==> src/rtl/uart_bus_dumper_pkg.sv <==
// Shared types and constants for the bus-to-UART dumper.
// Build option: define UART_PARITY_EN to add an even-parity bit (11-bit frame).
package uart_bus_dumper_pkg;
  typedef enum logic [2:0] {IDLE, REQ, USE, PUSH, DRAIN} state_t;

  localparam int DATA_BITS = 8;
`ifdef UART_PARITY_EN
  localparam int FRAME_BITS = DATA_BITS + 3;
`else
  localparam int FRAME_BITS = DATA_BITS + 2;
`endif
  localparam int CLKS_PER_BIT_DEF = 234;
endpackage

==> src/rtl/uart_bus_dumper_tx.sv <==
// uart_tx_core: byte serializer; start bit, data LSB first, optional parity, stop bit.
// Build option: UART_PARITY_EN inserts an even-parity bit before the stop bit.
module uart_tx_core
  import uart_bus_dumper_pkg::*;
#(
  parameter int CLKS_PER_BIT = CLKS_PER_BIT_DEF
)(
  input  logic                 clk,
  input  logic                 rst,
  input  logic [DATA_BITS-1:0] tx_byte,
  input  logic                 valid,
  output logic                 ready,
  output logic                 idle,
  output logic                 tx_pin
);
  localparam int CW = $clog2(CLKS_PER_BIT + 1);
  localparam int BW = $clog2(FRAME_BITS);

  logic                  active;
  logic [FRAME_BITS-1:0] shreg;
  logic [FRAME_BITS-1:0] frame;
  logic [CW-1:0]         clk_cnt;
  logic [BW-1:0]         bit_idx;
  logic                  bit_end, last_tick, accept;

  always_comb begin
`ifdef UART_PARITY_EN
    frame = {1'b1, ^tx_byte, tx_byte, 1'b0};
`else
    frame = {1'b1, tx_byte, 1'b0};
`endif
  end

  assign bit_end   = active && (clk_cnt == CW'(CLKS_PER_BIT - 1));
  assign last_tick = bit_end && (bit_idx == BW'(FRAME_BITS - 1));
  // Accepting during the final stop-bit cycle keeps back-to-back frames gapless.
  assign ready     = !active || last_tick;
  assign idle      = !active;
  assign accept    = valid && ready;
  assign tx_pin    = active ? shreg[0] : 1'b1;

  always_ff @(posedge clk or posedge rst) begin
    if (rst) begin
      active  <= 1'b0;
      shreg   <= '1;
      clk_cnt <= '0;
      bit_idx <= '0;
    end else if (accept) begin
      active  <= 1'b1;
      shreg   <= frame;
      clk_cnt <= '0;
      bit_idx <= '0;
    end else if (last_tick) begin
      active  <= 1'b0;
    end else if (bit_end) begin
      clk_cnt <= '0;
      bit_idx <= bit_idx + BW'(1);
      shreg   <= shreg >> 1;
    end else if (active) begin
      clk_cnt <= clk_cnt + CW'(1);
    end
  end
endmodule

==> src/rtl/uart_bus_dumper.sv <==
// Reads word_count 32-bit words from the bus and streams them MSB byte first over UART.
// Build option: UART_PARITY_EN (see uart_tx_core).
module uart_bus_dumper
  import uart_bus_dumper_pkg::*;
#(
  parameter int CLKS_PER_BIT = CLKS_PER_BIT_DEF,
  parameter int FIFO_DEPTH   = 8,
  parameter int ADDR_W       = 14
)(
  input  logic              clk,
  input  logic              rst,
  input  logic              start,
  input  logic [ADDR_W-1:0] base_addr,
  input  logic [7:0]        word_count,
  output logic [ADDR_W-1:0] bus_address,
  input  logic [31:0]       bus_datao,
  output logic              bus_req,
  input  logic              bus_available,
  output logic              bus_use,
  input  logic              fulfilled,
  output logic              tx_pin,
  output logic              busy,
  output logic              done
);
  localparam int PW = $clog2(FIFO_DEPTH);

  state_t            state, state_nx;
  logic [ADDR_W-1:0] addr;
  logic [7:0]        remaining;
  logic [31:0]       word;
  logic [1:0]        byte_idx;
  logic [7:0]        push_byte;

  logic [7:0]        mem [FIFO_DEPTH];
  logic [PW-1:0]     wr_ptr, rd_ptr;
  logic [PW:0]       count;
  logic              full, empty, push, pop;
  logic              tx_ready, tx_idle;

  assign full        = (count == (PW+1)'(FIFO_DEPTH));
  assign empty       = (count == '0);
  assign push        = (state == PUSH) && !full;
  assign pop         = !empty && tx_ready;
  assign bus_address = addr;
  assign busy        = (state != IDLE);

  always_comb begin
    case (byte_idx)
      2'd0:    push_byte = word[31:24];
      2'd1:    push_byte = word[23:16];
      2'd2:    push_byte = word[15:8];
      default: push_byte = word[7:0];
    endcase
  end

  always_ff @(posedge clk or posedge rst) begin
    if (rst) state <= IDLE;
    else     state <= state_nx;
  end

  always_comb begin
    state_nx = state;
    bus_req  = 1'b0;
    bus_use  = 1'b0;
    done     = 1'b0;
    case (state)
      IDLE:  if (start) state_nx = (word_count == 8'd0) ? DRAIN : REQ;
      REQ: begin
        bus_req = 1'b1;
        if (bus_available) state_nx = USE;
      end
      USE: begin
        bus_use = 1'b1;
        if (fulfilled) state_nx = PUSH;
      end
      PUSH:  if (push && byte_idx == 2'd3) state_nx = (remaining == 8'd1) ? DRAIN : REQ;
      DRAIN: if (empty && tx_idle) begin
        done     = 1'b1;
        state_nx = IDLE;
      end
      default: state_nx = IDLE;
    endcase
  end

  always_ff @(posedge clk or posedge rst) begin
    if (rst) begin
      addr      <= '0;
      remaining <= '0;
      word      <= '0;
      byte_idx  <= '0;
    end else begin
      case (state)
        IDLE: if (start) begin
          addr      <= base_addr;
          remaining <= word_count;
        end
        USE: if (fulfilled) begin
          word     <= bus_datao;
          byte_idx <= '0;
        end
        PUSH: if (push) begin
          byte_idx <= byte_idx + 2'd1;
          if (byte_idx == 2'd3) begin
            remaining <= remaining - 8'd1;
            addr      <= addr + ADDR_W'(1);
          end
        end
        default: ;
      endcase
    end
  end

  // Byte FIFO; pointers wrap naturally because FIFO_DEPTH is a power of two.
  always_ff @(posedge clk) begin
    if (push) mem[wr_ptr] <= push_byte;
  end

  always_ff @(posedge clk or posedge rst) begin
    if (rst) begin
      wr_ptr <= '0;
      rd_ptr <= '0;
      count  <= '0;
    end else begin
      if (push) wr_ptr <= wr_ptr + PW'(1);
      if (pop)  rd_ptr <= rd_ptr + PW'(1);
      case ({push, pop})
        2'b10:   count <= count + (PW+1)'(1);
        2'b01:   count <= count - (PW+1)'(1);
        default: count <= count;
      endcase
    end
  end

  uart_tx_core #(.CLKS_PER_BIT(CLKS_PER_BIT)) u_tx (
    .clk     (clk),
    .rst     (rst),
    .tx_byte (mem[rd_ptr]),
    .valid   (!empty),
    .ready   (tx_ready),
    .idle    (tx_idle),
    .tx_pin  (tx_pin)
  );
endmodule

==> config.mk <==
export PLATFORM = sky130hd
export DESIGN_NAME = uart_bus_dumper
export DESIGN_NICKNAME = d
export VERILOG_FILES = /design/src/rtl/uart_bus_dumper_pkg.sv /design/src/rtl/uart_bus_dumper_tx.sv /design/src/rtl/uart_bus_dumper.sv
export SDC_FILE = /design/constraint.sdc
export NUM_CORES = 1
export LEC_CHECK = 0
export ABC_AREA = 1
export BUFFER_PORTS_ARGS = -buffer_cell sky130_fd_sc_hd__buf_2
export CORE_ASPECT_RATIO = 1.4
export CORE_MARGIN = 2
export CORE_UTILIZATION = 40
export DETAILED_ROUTE_END_ITERATION = 12
export PLACE_DENSITY = 0.6
export SETUP_SLACK_MARGIN = 0.1
export SYNTH_ARGS = -nofsm -noshare
export SYNTH_HDL_FRONTEND = slang
export SYNTH_SLANG_ARGS = --single-unit
export TNS_END_PERCENT = 50
==> constraint.sdc <==
create_clock -name clk -period 4.4 [get_ports clk]
set_input_delay 0.44 -clock clk [delete_from_list [all_inputs] [get_ports clk]]
set_output_delay 0.44 -clock clk [all_outputs]
set_load 0.02 [all_outputs]
==> summary.md, run 1 <==
| Metric | Value |
|---|---|
| Status | `completed` |
| Gr usage total | `0.182` |
| FP Rows | `between 60 and 70` |
| Yosys reg bits | `156` |
| RSZ-0062 raised after global routing | `false` |
| GR Util met2 | `0.317` |
| Final Hold Vio Count | `0` |
| Async S/R FF share, synth | `0.590` |
| Mean Syn Cell Area | `8.88 µm²` |
| Grt met3 use | `0.0333` |
| Initial core utilization | `0.404` |
| Synthesized area | `7960 µm²` |
| GR Overflow Total | `0` |
| Most Used Layer, Global Route | `met2` |
| Setup_tns | `0 ns` |
| FF+latch area | `4240 µm²` |
| Syn. warnings | `0` |
| Most frequent cells in the layout | `nand2_1 (336), dfrtp_1 (82), buf_2 (77)` |
| Worst Tran Pin Value | `1.13 ns` |
| CTS max path bufs | `2` |
| Core Region | `19700 µm²` |
| Final setup skew | `approximately 0.0097 ns` |
| Startpoint types | `flip-flop` |
| Met1 usage | `0.219` |
| ANT nets after route | `0` |
| # port buffers | `77` |
| Seq/Total Area, Yosys | `0.532` |
| Worst-skew pair later-pin latency | `0.43 ns` |
| CTS tree | `built` |
| Final-stage net count | `1039` |
| Top delay family on crit path | `simple AND/OR/NAND/NOR gates` |
| Initial antenna violation count | `0` |
| CTS Buf Count | `17` |
| R2R depth | `6` |
| Syn Nets | `971` |
| # fillers | `1922` |
| Hold-fix buffers at CTS | `0` |
| Pre-antenna DRT Iters | `6` |
| Required time of the worst setup path | `4.46 ns` |
| Most common cell after layout, fill and taps aside | `nand2_1` |
| Largest net degree at the start of global routing | `72` |
| Critical Path AT | `around 3.0 ns` |
| Ys flop type | `dfrtp_1` |
| Max incr delay on CP | `0.54 ns` |
| First-pass GRT wire length | `29400 µm` |
| Leak | `4.38 nW` |
| Final non-filler cell total | `1229` |
| Placed insts | `1197` |
| Share of cells above drive strength 1 | `0.192` |
| Max-capacitance violation count | `0` |
| Max Clk Rate | `0.344 GHz` |
| Drt first-iter violations | `just under 300` |
| Resize count post-CTS | `0` |
| Die Wd | `~120 µm` |
| Dpl hpwl | `roughly 13000 µm` |
| Mapped Cells | `896` |
| Layout area overhead | `13.9%` |
| Die area | `between 20000 and 25000 µm²` |
| Vias in the first global route | `between 5k and 6k` |
| # diodes | `0` |
| Post-DR vias/cell | `4.81` |
| Max Slew Vio Count | `0` |
| Hold Path Class | `in -> async` |
| Final setup fails | `0` |
| Maximum vdd drop | `around 0.0003 V` |
| Routability cong. | `0.827` |
| Clock Sinks | `156` |
| H-Tree Depth | `4` |
| Period minus WS final | `2.91 ns` |
| DR WL/cell | `14.3 µm` |
| Worst Setup End Kind | `flip-flop` |
| CP Depth | `6` |
| Drt total wl | `approximately 18000 µm` |
| Yosys cell types | `42` |
| EDFF count, synth | `64` |
| Residual DRC | `0` |
| Post-CTS Setup Repair Bufs | `0` |
| I/O Pins | `78` |
| Final period util | `0.661` |
| Crit path buffers/inverters | `1` |
| Pwr Density | `706 nW/µm²` |
| Crit Path Max Fanout | `31` |
| CTS Root Cell | `clkbuf_16` |
| Worst path slowest cell | `nor2_1` |
| Multi-input logic area | `3230 µm²` |
| Worst slew margin | `0.245` |
| Die Span Y | `171 µm` |
| CTS clock-pin slew for the worst setup and hold paths | `0.06 ns` |
| CP Cell Sequence | `nor2_4 > nand2_2 > inv_2 > nand2_1 > or2_1 > nor2_1` |
| Via count | `about 6k` |
| CP Class | `reg -> reg` |
[where the power goes]
group          internal (mW)  leakage (nW)  total [mW]  switching [mW]
combinational          0.880          2.41        2.46            1.58
sequential              2.16          1.68        2.50           0.342
clock                  0.801         0.292        1.45           0.644
[flip-flops by register name (all words and copies together), names as in the netlist, 3 cells and up]
signal / flops
wr_ptr: 3
mem: 64
bus_address: 14
u_tx.clk_cnt: 8
u_tx.bit_idx: 4
state: 3
remaining: 8
u_tx.shreg: 10
count: 4
rd_ptr: 3
word: 32
[final timing paths]
check	end	slack, ns	startpoint
worst max-delay path	mem[6][0]	1.49	state[2]
worst max register to register	mem[6][0]	1.49	state[2]
min in group clk	word[5]	0.23	bus_datao[5]
worst min-delay path	u_tx.clk_cnt[4]	0.20	rst
worst min register to register	u_tx.shreg[3]	0.47	u_tx.shreg[3]
max in group asynchronous	word[16]	3.34	rst
[cell type report]
cell class | instances | share of cell area
Multi-Input combinational cell | 628 | 0.356
Inverter | 82 | 0.0343
Clock buffer | 17 | 0.0469
Tap cell | 252 | 0.0348
Sequential cell | 156 | 0.467
Clock inverter | 15 | 0.0170
Timing Repair Buffer | 79 | 0.0441
[Yosys cell counts (all sizes together), types with 2 or more instances]
| cell | count | area (µm²) |
|---|---|---|
| xor2 | 10 | 87.6 |
| nor3 | 8 | 45.0 |
| nand4 | 5 | 31.3 |
| nand3b | 3 | 22.5 |
| buf | 23 | 161 |
| nand3 | 52 | 275 |
| edfxtp | 64 | 1920 |
| xnor2 | 2 | 17.5 |
| o21ai | 42 | 210 |
| a21oi | 20 | 108 |
| mux2 | 32 | 473 |
| a31oi | 9 | 56.3 |
| dfrtp | 82 | 2050 |
| nand2 | 345 | 1330 |
| inv | 80 | 300 |
| clkinv | 2 | 8.75 |
| clkbuf | 7 | 26.3 |
| or2 | 5 | 31.3 |
| nor2 | 72 | 285 |
| dfstp | 10 | 263 |
| o211ai | 2 | 15.0 |
| ha | 16 | 200 |
[cell families after synthesis]
| family | Yosys count | synth area share |
|---|---|---|
| simple gates | 491 | 0.254 |
| flops | 156 | 0.532 |
| buf+inv | 112 | 0.0624 |
| compound gates | 77 | 0.0533 |
| mux | 32 | 0.0594 |
| fa+ha+maj | 16 | 0.0251 |
| xor+xnor | 12 | 0.0132 |
[metal layers]
| metal | up-vias | part of all wire |
|---|---|---|
| met5 | - | 0 |
| met4 | 0 | 0.025 |
| met3 | 30 | 0.035 |
| met2 | 107 | 0.52 |
| met1 | 2744 | 0.42 |
| li1 | 3032 | - |
[per-stage QoR]
| stage | cell area, µm² | power, mW | hold slack, ns | setup WS (ns) | utilization |
|---|---|---|---|---|---|
| after CTS | 9070 | 6.47 | 0.210 | 1.43 | 0.461 |
| after detailed placement | 8490 | 5.00 | 0.460 | 1.44 | 0.431 |
| final | 9070 | 6.40 | 0.200 | 1.49 | 0.461 |
| after global routing | 9070 | 6.90 | 0.222 | 1.18 | 0.461 |
| after floorplan | 7960 | 4.31 | 0.446 | 1.58 | - |
| after global placement | 8490 | 4.97 | 0.455 | 1.50 | 0.431 |
No activity file was read; power rests on OpenSTA's default activity.
==> run 2, diff against run 1 <==
==> constraint.sdc (replaced) <==
create_clock -name clk -period 2.8 [get_ports clk]
set_input_delay 0.28 -clock clk [delete_from_list [all_inputs] [get_ports clk]]
set_output_delay 0.28 -clock clk [all_outputs]
set_load 0.02 [all_outputs]
==> summary.md, run 2 (same netlist as run 1, synthesis figures left out) <==
| Metric | Value |
|---|---|
| Post-CTS Setup Repair Bufs | `0` |
| Crit Path Max Fanout | `4` |
| Leak | `4.49 nW` |
| CTS Buf Count | `17` |
| Critical Path AT | `2.67 ns` |
| Residual DRC | `0` |
| GR Overflow Total | `0` |
| Final-stage net count | `1058` |
| Status | `completed` |
| Min-Delay Endpoint | `word[16]` |
| Largest net degree at the start of global routing | `44` |
| # diodes | `0` |
| Initial antenna violation count | `0` |
| Dpl hpwl | `11900 µm` |
| H-Tree Depth | `4` |
| # port buffers | `77` |
| RSZ-0062 raised after global routing | `false` |
| Final setup fails | `0` |
| Hold_sp | `bus_datao[16]` |
| Vias in the first global route | `5771` |
| Worst r2r src | `u_tx.clk_cnt[1]` |
| Pre-antenna DRT Iters | `5` |
| First-pass GRT wire length | `~28000 µm` |
| Max FFs per register | `64` |
| CTS Root Cell | `clkbuf_16` |
| Drt total wl | `16700 µm` |
| Worst-skew pair later-pin latency | `0.43 ns` |
| Startpoint types | `flip-flop` |
| Resize count post-CTS | `0` |
| Worst Setup End Kind | `flip-flop` |
| CP Class | `reg -> reg` |
| Most common cell after layout, fill and taps aside | `nand2_1` |
| CTS max path bufs | `2` |
| Post-DR vias/cell | `between 4 and 5` |
| Die area | `roughly 21000 µm²` |
| Period minus WS final | `2.32 ns` |
| Most flops, register | `mem` |
| Routability cong. | `0.864` |
| Worst Tran Pin Value | `0.758 ns` |
| Die Wd | `123 µm` |
| Final setup skew | `between 0.008 and 0.009 ns` |
| DR WL/cell | `approximately 13 µm` |
| Setup ws final | `about 0.48 ns` |
| Setup_tns | `0 ns` |
| Hold Path Class | `in -> reg` |
| Final Hold Vio Count | `0` |
| Max Clk Rate | `0.431 GHz` |
| Most frequent cells in the layout | `nand2_1 (336), dfrtp_1 (82), buf_2 (77)` |
| FP Rows | `61` |
| Internal reg-to-reg setup slack | `about 0.48 ns` |
| Final period util | `0.829` |
| FF-to-FF End | `count[2]` |
| Clock Sinks | `between 150 and 200` |
| Max-capacitance violation count | `0` |
| Max Slew Vio Count | `0` |
| Via count | `5934` |
| CTS clock-pin slew for the worst setup and hold paths | `0.07 ns` |
| Die Span Y | `171 µm` |
| WHS Path Cells | `2` |
| Final Total Pwr | `10.1 mW` |
| Layout area overhead | `16.4%` |
| I/O Pins | `78` |
| ANT nets after route | `0` |
| Drt first-iter violations | `213` |
| Worst slew margin | `0.492` |
| CTS tree | `built` |
| Share of cells above drive strength 1 | `0.207` |
| R2R depth | `12` |
| Pwr Density | `1090 nW/µm²` |
| Initial core utilization | `0.404` |
| Gr usage total | `0.171` |
| Core Region | `19700 µm²` |
| Maximum vdd drop | `~0.00058 V` |
| Required time of the worst setup path | `3.14 ns` |
| Post-place setup slack | `about 0.47 ns` |
[run 2: metal layers]
| layer | part of all wire | routed length, µm | up-vias | global-route usage |
|---|---|---|---|---|
| li1 | - | - | 3056 | - |
| met1 | 0.43 | 7160 | 2729 | 0.213 |
| met2 | 0.52 | 8730 | 133 | 0.294 |
| met3 | 0.038 | 632 | 16 | 0.0360 |
| met4 | 0.012 | 197 | 0 | 0.0519 |
| met5 | 0 | 0 | - | 0 |
[run 2: worst max-delay path by stage]
stage,startpoint,to,slack [ns],cells after the start
floorplan,rst,bus_address[0],0.14,1
global placement,u_tx.clk_cnt[1],count[2],0.62,12
detailed placement,u_tx.clk_cnt[1],count[2],0.47,12
CTS,u_tx.clk_cnt[1],count[2],0.47,12
global route,u_tx.bit_idx[1],count[2],0.23,12
finish,u_tx.clk_cnt[1],count[2],0.48,12
[run 2: repair_timing]
item                       in CTS  in global routing
hold buffers                    1                  0
hold endpoints to repair       40                  0
setup endpoints to repair       0                  0
[run 2: power breakdown]
| group | internal [mW] | total (mW) | switching (mW) |
|---|---|---|---|
| clock | 1.29 | 2.36 | 1.06 |
| combinational | 1.46 | 3.85 | 2.39 |
| sequential | 3.38 | 3.91 | 0.528 |
| total | 6.14 | 10.1 | 3.98 |
[run 2: stage by stage]
step | instances | hold WS (ns) | util | area [µm²]
2_1_floorplan | 896 | 0.429 | - | 7960
3_3_place_gp | 1215 | 0.374 | 0.439 | 8640
3_5_place_dp | 1215 | 0.372 | 0.439 | 8640
4_1_cts | 1248 | 0.0625 | 0.471 | 9270
5_1_grt | 1248 | 0.0603 | 0.471 | 9270
6_report | 1248 | 0.0799 | 0.471 | 9270
[run 2: layout make-up]
| type | instances | area [µm²] |
|---|---|---|
| Clock buffer | 17 | 425 |
| Clock inverter | 15 | 195 |
| Fill cell | 1885 | 10400 |
| Inverter | 82 | 312 |
| Multi-Input combinational cell | 628 | 3230 |
| Sequential cell | 156 | 4240 |
| Tap cell | 252 | 315 |
| Timing Repair Buffer | 98 | 558 |
[run 2: critical path, cell delays in order, from the launching register on]
cell,delay (ns)
dfrtp_1,0.41
inv_1,0.09
ha_1,0.13
nand2_1,0.05
nor2_1,0.19
nand3_2,0.14
a21oi_2,0.16
ha_1,0.23
xor2_1,0.27
ha_1,0.22
a21oi_1,0.05
xor2_1,0.17
o21ai_0,0.14
==> run 3, diff against run 2 <==
--- a/config.mk
+++ b/config.mk
@@ -5,7 +5,7 @@
 export SDC_FILE = /design/constraint.sdc
 export NUM_CORES = 1
 export LEC_CHECK = 0
-export ABC_AREA = 1
+export ABC_AREA = 0
 export BUFFER_PORTS_ARGS = -buffer_cell sky130_fd_sc_hd__buf_2
 export CORE_ASPECT_RATIO = 1.4
 export CORE_MARGIN = 2
==> constraint.sdc (replaced) <==
create_clock -name clk -period 2.15 [get_ports clk]
set_input_delay 0.215 -clock clk [delete_from_list [all_inputs] [get_ports clk]]
set_output_delay 0.215 -clock clk [all_outputs]
set_load 0.02 [all_outputs]
==> summary.md, run 3 <==
| Metric | Value |
|---|---|
| Syn Nets | `670` |
| Pre-antenna DRT Iters | `5` |
| Drt first-iter violations | `282` |
| Count leader, synth | `dfrtp_1` |
| Residual DRC | `0` |
| Most frequent cells in the layout | `dfrtp_1 (82), buf_2 (76), edfxtp_1 (64)` |
| Mapped Cells | `595` |
| Die area | `19400 µm²` |
| FF+latch area | `4240 µm²` |
| Routability cong. | `roughly 0.82` |
| Pwr Density | `1430 nW/µm²` |
| # port buffers | `77` |
| Final Hold Vio Count | `0` |
| Final setup fails | `13` |
| Ys flop type | `dfrtp_1` |
| Hold Path Class | `in -> reg` |
| Gr usage total | `0.168` |
| H-Tree Depth | `4` |
| Final setup skew | `0.0103 ns` |
| Area share of the largest cell type after synthesis | `0.281` |
| CTS clock-pin slew for the worst setup and hold paths | `approximately 0.070 ns` |
| Top cells by count, synth | `dfrtp_1 (82), edfxtp_1 (64), nand2_1 (56), o21ai_0 (47), nor2_1 (33)` |
| Post-place setup slack | `-0.159 ns` |
| FP Rows | `between 50 and 60` |
| Post-DR vias/cell | `5.30` |
| CTS Buf Count | `17` |
| Crit Path Max Fanout | `4` |
| Worst path slowest cell | `or4_4` |
| Share of cells above drive strength 1 | `0.397` |
| GR Overflow Total | `0` |
| Clock Sinks | `156` |
| Largest net degree at the start of global routing | `93` |
| Dpl hpwl | `10900 µm` |
| Mean Syn Cell Area | `12.3 µm²` |
| Synth area leader | `dfrtp_1` |
| Synthesized area | `7310 µm²` |
| ANT nets after route | `0` |
| Via count | `5246` |
| Max Slew Vio Count | `0` |
| Multi-input logic area | `3110 µm²` |
| # fillers | `1527` |
| Worst Setup End Kind | `flip-flop` |
| Seq/Total Area, Yosys | `0.580` |
| Worst slew margin | `0.576` |
| Max FFs per register | `64` |
| Final non-filler cell total | `990` |
| Vias in the first global route | `5467` |
| RSZ-0062 raised after global routing | `true` |
| Core Region | `17900 µm²` |
| Placed insts | `936` |
| CP Cell Sequence | `or4_4 > nand2_2 > inv_4 > ha_4 > nor2b_1 > a21oi_1 > o32a_1 > nor2_2 > xor2_1` |
| Die Wd | `118 µm` |
| Failing checks | `setup timing` |
| Startpoint types | `flip-flop` |
| Max-capacitance violation count | `0` |
| Layout area overhead | `30.0%` |
| Worst-skew pair later-pin latency | `0.42 ns` |
| Status | `finished with violations` |
| Maximum vdd drop | `roughly 0.00075 V` |
| Initial core utilization | `0.408` |
| Max incr delay on CP | `0.54 ns` |
| Setup ws final | `-0.0943 ns` |
| Most common cell after layout, fill and taps aside | `dfrtp_1` |
| Most flops, register | `mem` |
| Worst Tran Pin Value | `0.633 ns` |
| Required time of the worst setup path | `2.48 ns` |
| Final period util | `1.04` |
| DR WL/cell | `about 17 µm` |
| Max Clk Rate | `0.446 GHz` |
| Critical Path AT | `2.58 ns` |
| CTS tree | `built` |
| First-pass GRT wire length | `26300 µm` |
| I/O Pins | `78` |
| # diodes | `0` |
| Syn. warnings | `0` |
| CTS Root Cell | `clkbuf_16` |
| CTS max path bufs | `2` |
| Die Span Y | `164 µm` |
| Async S/R FF share, synth | `0.590` |
| Final-stage net count | `between 800 and 900` |
| Final Total Pwr | `about 14 mW` |
| Yosys reg bits | `between 150 and 200` |
| CP Class | `reg -> reg` |
| Area contributors post-synth | `dfrtp_1 (28%), edfxtp_1 (26%), mux4_2 (4.9%)` |
| Initial antenna violation count | `0` |
| Layout Utilization | `0.530` |
| EDFF count, synth | `between 60 and 70` |
| Yosys cell types | `63` |
| Drt total wl | `16600 µm` |
| Period minus WS final | `2.24 ns` |
| Leak | `about 3.8 nW` |
[run 3: logic make-up (layout without fill, tap and decap cells)]
group	Yosys count	in the layout	share of synthesized area
AO/OA/AOI/OAI	139	139	0.125
adder cells (fa/ha/maj)	16	16	0.0274
buffers and inverters	55	210	0.0351
flip-flops	156	156	0.580
AND/OR/NAND/NOR	163	163	0.113
XOR/XNOR	13	13	0.0156
multiplexers	53	53	0.105
[run 3: worst paths after layout]
path,startpoint,endpoint,slack (ns),depth (start not counted)
max in group asynchronous,rst,word[3],1.27,4
setup reg to reg,count[0],count[3],-0.09,9
hold reg to reg,u_tx.shreg[0],u_tx.shreg[0],0.46,2
min in group asynchronous,rst,remaining[4],0.48,4
hold / removal,bus_datao[7],word[7],0.02,3
setup / recovery,count[0],count[3],-0.09,9
[run 3: final cells by class]
class                      count  area share
inverter                      21     0.00896
clock inverter                13      0.0155
clock buffer                  19      0.0478
sequential                   156       0.446
multi-input combinational    384       0.328
tap                          240      0.0316
timing repair buffer         157       0.122
[run 3: critical path: cells and delay by family, from the launching register on]
family,cells,cell delay (ns)
buffers and inverters,1,0.05
and+or+nand+nor,4,0.94
DFF,1,0.42
xor gates and xnor gates,1,0.18
AOI/OAI and AO/OA,2,0.40
adders and majority gates,1,0.17
[run 3: power by group]
part	total (mW)	leakage [nW]	switching (mW)	internal, mW
logic	5.43	1.80	2.82	2.60
clock network	3.03	0.298	1.31	1.72
registers	5.14	1.68	0.685	4.45
total	13.6	3.78	4.82	8.78
[run 3: routing by layer]
metal,wire (µm),track usage,up-vias,part of all wire
met5,0,0,-,0
met2,9070,0.307,120,0.55
li1,-,-,2490,-
met1,6570,0.193,2611,0.40
met4,350,0.0712,0,0.021
met3,562,0.0316,25,0.034
[run 3: metrics by stage]
stage | hold WS [ns] | TNS [ns] | area (µm²)
floorplan | 0.332 | -2.52 | 7310
global route | 0.00917 | -1.82 | 9500
detailed placement | 0.399 | -0.371 | 8320
CTS | 0.00501 | -0.170 | 9120
global placement | 0.395 | -0.104 | 8320
finish | 0.0214 | -0.593 | 9500
[run 3: timing repair]
action | 4_1_cts | 5_1_grt
pin swaps | 9 | 22
resized for setup | 26 | 55
setup buffers | 6 | 7
hold endpoints to repair | 86 | 0
cloned | 0 | 5
endpoints found under the setup margin | 12 | 80
hold buffers | 5 | 0
